**src/rtl/decode_issue_ctrl.sv**
```systemverilog
// decode_issue_ctrl: RV64I decode-stage issue controller (ID slot + EX-issue register, load-use bubble, flush, immediates)
// Ports: clk/reset_n (async active-low); fetch side if_valid/if_instr/if_pc with id_ready;
//        flush kills both slots; execute side ex_ready with ex_valid/ex_instr/ex_pc/ex_imm/
//        ex_rs1/ex_rs2/ex_rd/ex_is_load; hazard_cnt counts inserted bubbles (saturating).
module decode_issue_ctrl #(
    parameter int HCNT_W = 16
) (
    input  logic              clk,
    input  logic              reset_n,
    input  logic              if_valid,
    input  logic [31:0]       if_instr,
    input  logic [63:0]       if_pc,
    output logic              id_ready,
    input  logic              flush,
    input  logic              ex_ready,
    output logic              ex_valid,
    output logic [31:0]       ex_instr,
    output logic [63:0]       ex_pc,
    output logic [63:0]       ex_imm,
    output logic [4:0]        ex_rs1,
    output logic [4:0]        ex_rs2,
    output logic [4:0]        ex_rd,
    output logic              ex_is_load,
    output logic [HCNT_W-1:0] hazard_cnt
);
    typedef enum logic [1:0] {EMPTY, HOLD, BUBBLE} state_t;

    localparam logic [6:0] OP_LOAD   = 7'b0000011;
    localparam logic [6:0] OP_IMM    = 7'b0010011;
    localparam logic [6:0] OP_IMM32  = 7'b0011011;
    localparam logic [6:0] OP_JALR   = 7'b1100111;
    localparam logic [6:0] OP_SYSTEM = 7'b1110011;
    localparam logic [6:0] OP_STORE  = 7'b0100011;
    localparam logic [6:0] OP_BRANCH = 7'b1100011;
    localparam logic [6:0] OP_LUI    = 7'b0110111;
    localparam logic [6:0] OP_AUIPC  = 7'b0010111;
    localparam logic [6:0] OP_JAL    = 7'b1101111;
    localparam logic [6:0] OP_OP     = 7'b0110011;
    localparam logic [6:0] OP_OP32   = 7'b0111011;

    function automatic logic uses_rs1(input logic [6:0] op);
        return !(op == OP_LUI || op == OP_AUIPC || op == OP_JAL);
    endfunction

    function automatic logic uses_rs2(input logic [6:0] op);
        return op == OP_OP || op == OP_OP32 || op == OP_STORE || op == OP_BRANCH;
    endfunction

    function automatic logic load_use(input logic idv, input logic [6:0] op, input logic [4:0] rs1,
                                      input logic [4:0] rs2, input logic exl, input logic [4:0] rd);
        return idv & exl & (rd != 5'd0) &
               ((uses_rs1(op) & (rd == rs1)) | (uses_rs2(op) & (rd == rs2)));
    endfunction

    function automatic logic [63:0] imm_gen(input logic [31:0] i);
        case (i[6:0])
            OP_LOAD, OP_IMM, OP_IMM32, OP_JALR, OP_SYSTEM:
                return {{52{i[31]}}, i[31:20]};
            OP_STORE:  return {{52{i[31]}}, i[31:25], i[11:7]};
            OP_BRANCH: return {{51{i[31]}}, i[31], i[7], i[30:25], i[11:8], 1'b0};
            OP_LUI, OP_AUIPC: return {{32{i[31]}}, i[31:12], 12'b0};
            OP_JAL:    return {{43{i[31]}}, i[31], i[19:12], i[20], i[30:21], 1'b0};
            default:   return 64'd0;
        endcase
    endfunction

    state_t            state_q, state_d;
    logic [31:0]       id_instr_q, id_instr_d;
    logic [63:0]       id_pc_q, id_pc_d;
    logic              ex_valid_q, ex_valid_d;
    logic [31:0]       ex_instr_q, ex_instr_d;
    logic [63:0]       ex_pc_q, ex_pc_d;
    logic [63:0]       ex_imm_q, ex_imm_d;
    logic [HCNT_W-1:0] hcnt_q, hcnt_d;
    logic              id_valid, hazard, ex_adv, issue, load_id, idv_d, clr_ex;

    // BUBBLE encodes "ID holds an instruction that depends on the load in EX"
    assign id_valid = state_q != EMPTY;
    assign hazard   = state_q == BUBBLE;
    assign ex_adv   = ~ex_valid_q | ex_ready;
    assign issue    = ~flush & ex_adv & id_valid & ~hazard;
    assign id_ready = flush | ~id_valid | (ex_adv & ~hazard);
    assign load_id  = ~flush & if_valid & id_ready;
    // EX is emptied (and zeroed) on flush, on a bubble, or when consumed with nothing behind it
    assign clr_ex   = flush | (ex_adv & ~issue);

    always_comb begin
        ex_valid_d = issue ? 1'b1 : clr_ex ? 1'b0 : ex_valid_q;
        ex_instr_d = issue ? id_instr_q : clr_ex ? 32'd0 : ex_instr_q;
        ex_pc_d    = issue ? id_pc_q : clr_ex ? 64'd0 : ex_pc_q;
        ex_imm_d   = issue ? imm_gen(id_instr_q) : clr_ex ? 64'd0 : ex_imm_q;
        id_instr_d = load_id ? if_instr : id_instr_q;
        id_pc_d    = load_id ? if_pc : id_pc_q;
        idv_d      = load_id | (id_valid & ~issue & ~flush);
        hcnt_d     = (~flush & ex_adv & hazard & ~&hcnt_q) ? hcnt_q + 1'b1 : hcnt_q;
        // classify the next ID/EX pair so the hazard is a registered state
        state_d    = ~idv_d ? EMPTY :
                     load_use(idv_d, id_instr_d[6:0], id_instr_d[19:15], id_instr_d[24:20],
                              ex_valid_d & (ex_instr_d[6:0] == OP_LOAD), ex_instr_d[11:7]) ? BUBBLE : HOLD;
    end

    always_ff @(posedge clk or negedge reset_n) begin
        if (!reset_n) begin
            state_q    <= EMPTY;
            id_instr_q <= '0;
            id_pc_q    <= '0;
            ex_valid_q <= 1'b0;
            ex_instr_q <= '0;
            ex_pc_q    <= '0;
            ex_imm_q   <= '0;
            hcnt_q     <= '0;
        end else begin
            state_q    <= state_d;
            id_instr_q <= id_instr_d;
            id_pc_q    <= id_pc_d;
            ex_valid_q <= ex_valid_d;
            ex_instr_q <= ex_instr_d;
            ex_pc_q    <= ex_pc_d;
            ex_imm_q   <= ex_imm_d;
            hcnt_q     <= hcnt_d;
        end
    end

    // bubbles carry a zero word, so the decoded fields and load flag fall to 0 with it
    assign ex_valid   = ex_valid_q;
    assign ex_instr   = ex_instr_q;
    assign ex_pc      = ex_pc_q;
    assign ex_imm     = ex_imm_q;
    assign ex_rs1     = ex_instr_q[19:15];
    assign ex_rs2     = ex_instr_q[24:20];
    assign ex_rd      = ex_instr_q[11:7];
    assign ex_is_load = ex_instr_q[6:0] == OP_LOAD;
    assign hazard_cnt = hcnt_q;
endmodule
```
**config.mk**
```make
export PLATFORM = sky130hd
export DESIGN_NAME = decode_issue_ctrl
export DESIGN_NICKNAME = d
export VERILOG_FILES = /design/src/rtl/decode_issue_ctrl.sv
export SDC_FILE = /design/constraint.sdc
export NUM_CORES = 1
export LEC_CHECK = 0
export ABC_AREA = 1
export CORE_UTILIZATION = 30
export CTS_BUF_LIST = sky130_fd_sc_hd__clkbuf_2 sky130_fd_sc_hd__clkbuf_4 sky130_fd_sc_hd__clkbuf_8
export DETAILED_ROUTE_END_ITERATION = 7
export GPL_TIMING_DRIVEN = 1
export HOLD_SLACK_MARGIN = 0.1
export PLACE_DENSITY = 0.63
export SKIP_CTS_REPAIR_TIMING = 1
export SYNTH_ARGS = -nofsm -noshare
export SYNTH_HDL_FRONTEND = slang
export SYNTH_SLANG_ARGS = --single-unit
export TNS_END_PERCENT = 5
```
**constraint.sdc**
```tcl
create_clock -name clk -period 1.7 [get_ports clk]
set_clock_uncertainty 0.05 [all_clocks]
set_input_delay 0.34 -clock clk [delete_from_list [all_inputs] [get_ports clk]]
set_output_delay 0.34 -clock clk [all_outputs]
set_load 0.03 [all_outputs]
```
# Word-level counts from Yosys, hierarchy flattened
# Cells that the tools add are included.
# word_totals
regBits	275
latch_bits	0
ram_bits	0
romBits	0
input_bits	101
wordCells	85
n_memories	0
# op_classes
addsub	1
multipliers	0
n_div	0
n_lt_le_gt_ge	0
eq_ne	22
shifts	0
mux	11
bitwise_logic	28
reduce_logical	13
# op_table
operator	count
$pmux 64 s5	1
$mux 64	3
$mux 32	2
$eq 7x6->1 const B	6
$eq 7x7->1 const B	6
$eq 7x5->1 const B	4
$mux 25	1
$eq 7x2->1 const B	3
$and 1x1->1	17
$add 16x1->16 const B	1
$reduce_and 16->1	1
$eq 5x5->1	2
$or 1x1->1	6
$logic_or 1x1->1	5
$not 1->1	5
$reduce_bool 5->1	1
$reduce_or 5->1	1
$mux 2	2
$reduce_bool 2->1	2
$eq 2x2->1 const B	1
$logic_not 1->1	2
$mux 1	2
$reduce_or 2->1	1

# Longest topological paths before layout
# depth
depth_word	17
ltp_mapped	15
depth_no_buf	14

# Worst setup path after synthesis
# No wires, ideal clock.
# synth_path
kind	flip-flop to flip-flop
from	register hcnt_q[0], in the netlist hazard_cnt[0]
to	register hcnt_q[13], in the netlist hazard_cnt[13]
setup_ps	123
t_arrival_ps	1796
path_slack_ps	-269
path_stages_with_launch	11
path_buffers	0
path_cell_list	dfrtp_1 ha_1 nand3_1 nor2_1 nand3_1 nand2_1 nor3_2 nand3_1 nor2_1 nand2_1 xor2_1
# synth_via
elab_chain_cells	3
# synth_rtl
item	line	source
start: declaration	74	logic [HCNT_W-1:0] hcnt_q, hcnt_d;
start signal: assignment	120	hcnt_q <= hcnt_d;
branches (longest 3 deep; another with $add 16x1->16)	--	
# Several ways; the timed one is not identified.
# A chain may end at the register's enable or synchronous reset.

# Final worst setup path
# layout_path
from	register ex_instr_q[24], in the netlist ex_instr[24]
to	output port ex_rs2[4]
# layout_lines
item	line	source
start: declaration	71	logic [31:0] ex_instr_q, ex_instr_d;
start signal: assignment	117	ex_instr_q <= ex_instr_d;
end: declaration	21	output logic [4:0] ex_rs2,
# No word-level cell between the ends.

==> flow_metrics.env <==
export IMPL_antenna_found_initial=5
export IMPL_multi_input_area_um2=3390
export IMPL_r2r_end="state_q[0]$_DFF_PN0_"
export IMPL_cp_arrival_ns=1.63
export IMPL_max_slew_margin=0.666
export IMPL_path_class="register to output port"
export IMPL_crit_buf_inv=1
export IMPL_fp_dieH_um=185
export IMPL_ios=295
export IMPL_final_antenna_net_count=0
export IMPL_ys_seq_area_frac=0.603
export IMPL_synth_top_flop_cell="dfrtp_1"
export IMPL_ys_types=30
export IMPL_place_congestion=0.869
export IMPL_drv_cap=0
export IMPL_cp_depth=1
export IMPL_met3_usage=0.0407
export IMPL_nets=1503
export IMPL_track_usage=0.178
export IMPL_crit_family="buffers and inverters"
export IMPL_finish_instance_area_um2=15200
export IMPL_die_w_um=185
export IMPL_synthCells=1054
export IMPL_critPathLaunchType="register"
export IMPL_htree_levels=2
export IMPL_hold_viol_final=0
export IMPL_crit_end="ex_rs2[4]"
export IMPL_finalSetupViolations=52
export IMPL_dr_pass1_iters=5
export IMPL_grt_busiest_layer="met2"
export IMPL_final_cell_count_no_fill=1877
export IMPL_placedCellCount=1793
export IMPL_via_per_inst=4.54
export IMPL_regArea_um2=6090
export IMPL_port_buffers=294
export IMPL_synthToLayoutAreaGrowth_pct=50.8
export IMPL_synth_top_area_frac=0.603
export IMPL_grt_setup_unrepaired="yes"
export IMPL_numCtsBuffers=44
export IMPL_whs_ns=0.253
export IMPL_synth_edff_count=0
export IMPL_fillCellCount=3029
export IMPL_violations="setup timing"
export IMPL_core_um2=32800
export IMPL_clockRootBuffer="clkbuf_8"
export IMPL_drt_iter0_markers=394
export IMPL_grt_max_degree=57
export IMPL_finalCritPeriodShare=1.19
export IMPL_power_density_nw_per_um2=979
export IMPL_crit_chain="clkdlybuf4s50_1"
export IMPL_setup_ws_ns=-0.322
export IMPL_grtUsageMet1=0.228
export IMPL_worstRegToRegCells=13
export IMPL_hpwlAfterDp_um=21700
export IMPL_grt_pass1_vias=8530
export IMPL_syn_nets=1156
export IMPL_postPlaceCellArea_um2=13900
export IMPL_overflow=0
export IMPL_yosys_area_top_type="dfrtp_1"
export IMPL_vias=8517
export IMPL_yosysMostFrequentCell="nand2_1"
export IMPL_die_area_um2=34400
export IMPL_timing_fmax_mhz=495
export IMPL_synth_common_cells="nand2_1, dfrtp_1, a22o_1"
export IMPL_required_ns=1.31
export IMPL_use_met2=0.293
export IMPL_wl_per_cell_um=16.4
export IMPL_drc_errors=0
export IMPL_crit_fanout=3
export IMPL_cp_slowest_cell="clkdlybuf4s50_1"
export IMPL_cpPeakStageDelay_ns=0.69
export IMPL_cts_tree="done"
export IMPL_ys_async_sr_fraction=1.00
export IMPL_status="finished, violations left"
export IMPL_start_util=0.308
export IMPL_drv_slew=0
export IMPL_drt_wl_total_um=30800
export IMPL_grt_pass1_wl_um=47200
export IMPL_avgSynthCellArea_um2=9.57
export IMPL_rr_startpoint="ex_valid$_DFF_PN0_"
export IMPL_rrSetupSlack_ns=-0.12
export IMPL_post_route_min_period_ns=2.02
export IMPL_clock_latency_ns=0.55
export IMPL_synth_seq_cells=243
export IMPL_yosys_top_cells_area="dfrtp_1, nand2_1, a22o_1"
export IMPL_synth_area_um2=10100
export IMPL_drive_above_1_share=0.222
export IMPL_crit_start="ex_instr[24]$_DFFE_PN0P_"
export IMPL_hold_path_class="input port to async pin"
export IMPL_yosysWarnings=0
export IMPL_rows=66
export IMPL_clk_pin_slew_ns=0.05
export IMPL_peakVddDrop_uv=510
export IMPL_finalPower_uw=14900
export IMPL_power_leakage_uw=0.00937
export IMPL_endpoint_kind="output port"
export IMPL_clockBufferDepth=3
export IMPL_worstMarginPinSlew_ns=0.502
export IMPL_cts_sinks=243
-- power breakdown --
part           switching (µW)  internal, µW  total, µW
sequential                371          6280       6650
clock                    2480          3460       5940
combinational            1300           994       2290
-- through the flow --
step,worst slack (ns),TNS (ns),util
floorplan,-0.109,-0.134,-
global placement,-0.610,-80.85,0.423
detailed placement,-0.651,-88.81,0.423
CTS,-0.463,-61.54,0.452
global route,-0.385,-9.80,0.464
finish,-0.322,-2.35,0.464
-- registers in the layout, indices dropped and copies added, names as in the netlist --
| signal | flops |
|---|---|
| ex_pc | 64 |
| id_pc_q | 64 |
| ex_imm | 32 |
| ex_instr | 32 |
| id_instr_q | 32 |
| hazard_cnt | 16 |
| state_q | 2 |
| ex_valid | 1 |
-- cell usage in the layout (no fill, tap or decap), types with 16 or more instances in the layout --
cell type	netlist	final
clkbuf_2	0	32
nor2_1	27	21
dlymetal6s2s_1	0	117
clkdlybuf4s50_1	0	101
nand2_1	373	368
inv_1	57	54
o21ai_0	44	40
a22o_1	71	71
nand3_1	33	31
buf_4	51	122
o21ai_1	14	16
clkbuf_8	0	59
dfrtp_1	243	239
-- worst min path at each step --
stage               depth (start not counted)                 endpoint  slack, ns  startpoint
CTS                                         1  id_pc_q[11]$_DFFE_PN0N_      -0.35     reset_n
global placement                            1  id_pc_q[11]$_DFFE_PN0N_       0.25     reset_n
finish                                      2  id_pc_q[11]$_DFFE_PN0N_       0.25     reset_n
floorplan                                   0    ex_imm[0]$_DFFE_PN0P_     -0.006     reset_n
global route                                3  id_pc_q[32]$_DFFE_PN0N_       0.26   if_pc[32]
detailed placement                          1  id_pc_q[11]$_DFFE_PN0N_       0.25     reset_n
-- cell families after synthesis --
logic type	count (synthesis)	synth area share
AOI/OAI and AO/OA	167	0.113
adders and majority gates	1	0.00124
and+or+nand+nor	470	0.189
DFF	243	0.603
buffers and inverters	158	0.0808
xor gates and xnor gates	15	0.0130
-- metal layers --
layer  vias up  part of all wire
met5         -           0.00094
met4         4             0.027
met3        61             0.063
met2       262              0.48
met1      4093              0.43
li1       4097                 -
-- cell type report --
type                       instances  share of cell area
clock inverter                     9             0.00494
clock buffer                      69              0.0583
multi-input combinational        653               0.223
antenna                            2            0.000329
timing repair buffer             397               0.261
inverter                          62              0.0158
tap                              442              0.0364
sequential                       243               0.400
Note: power is estimated with default switching activity, not from simulation.
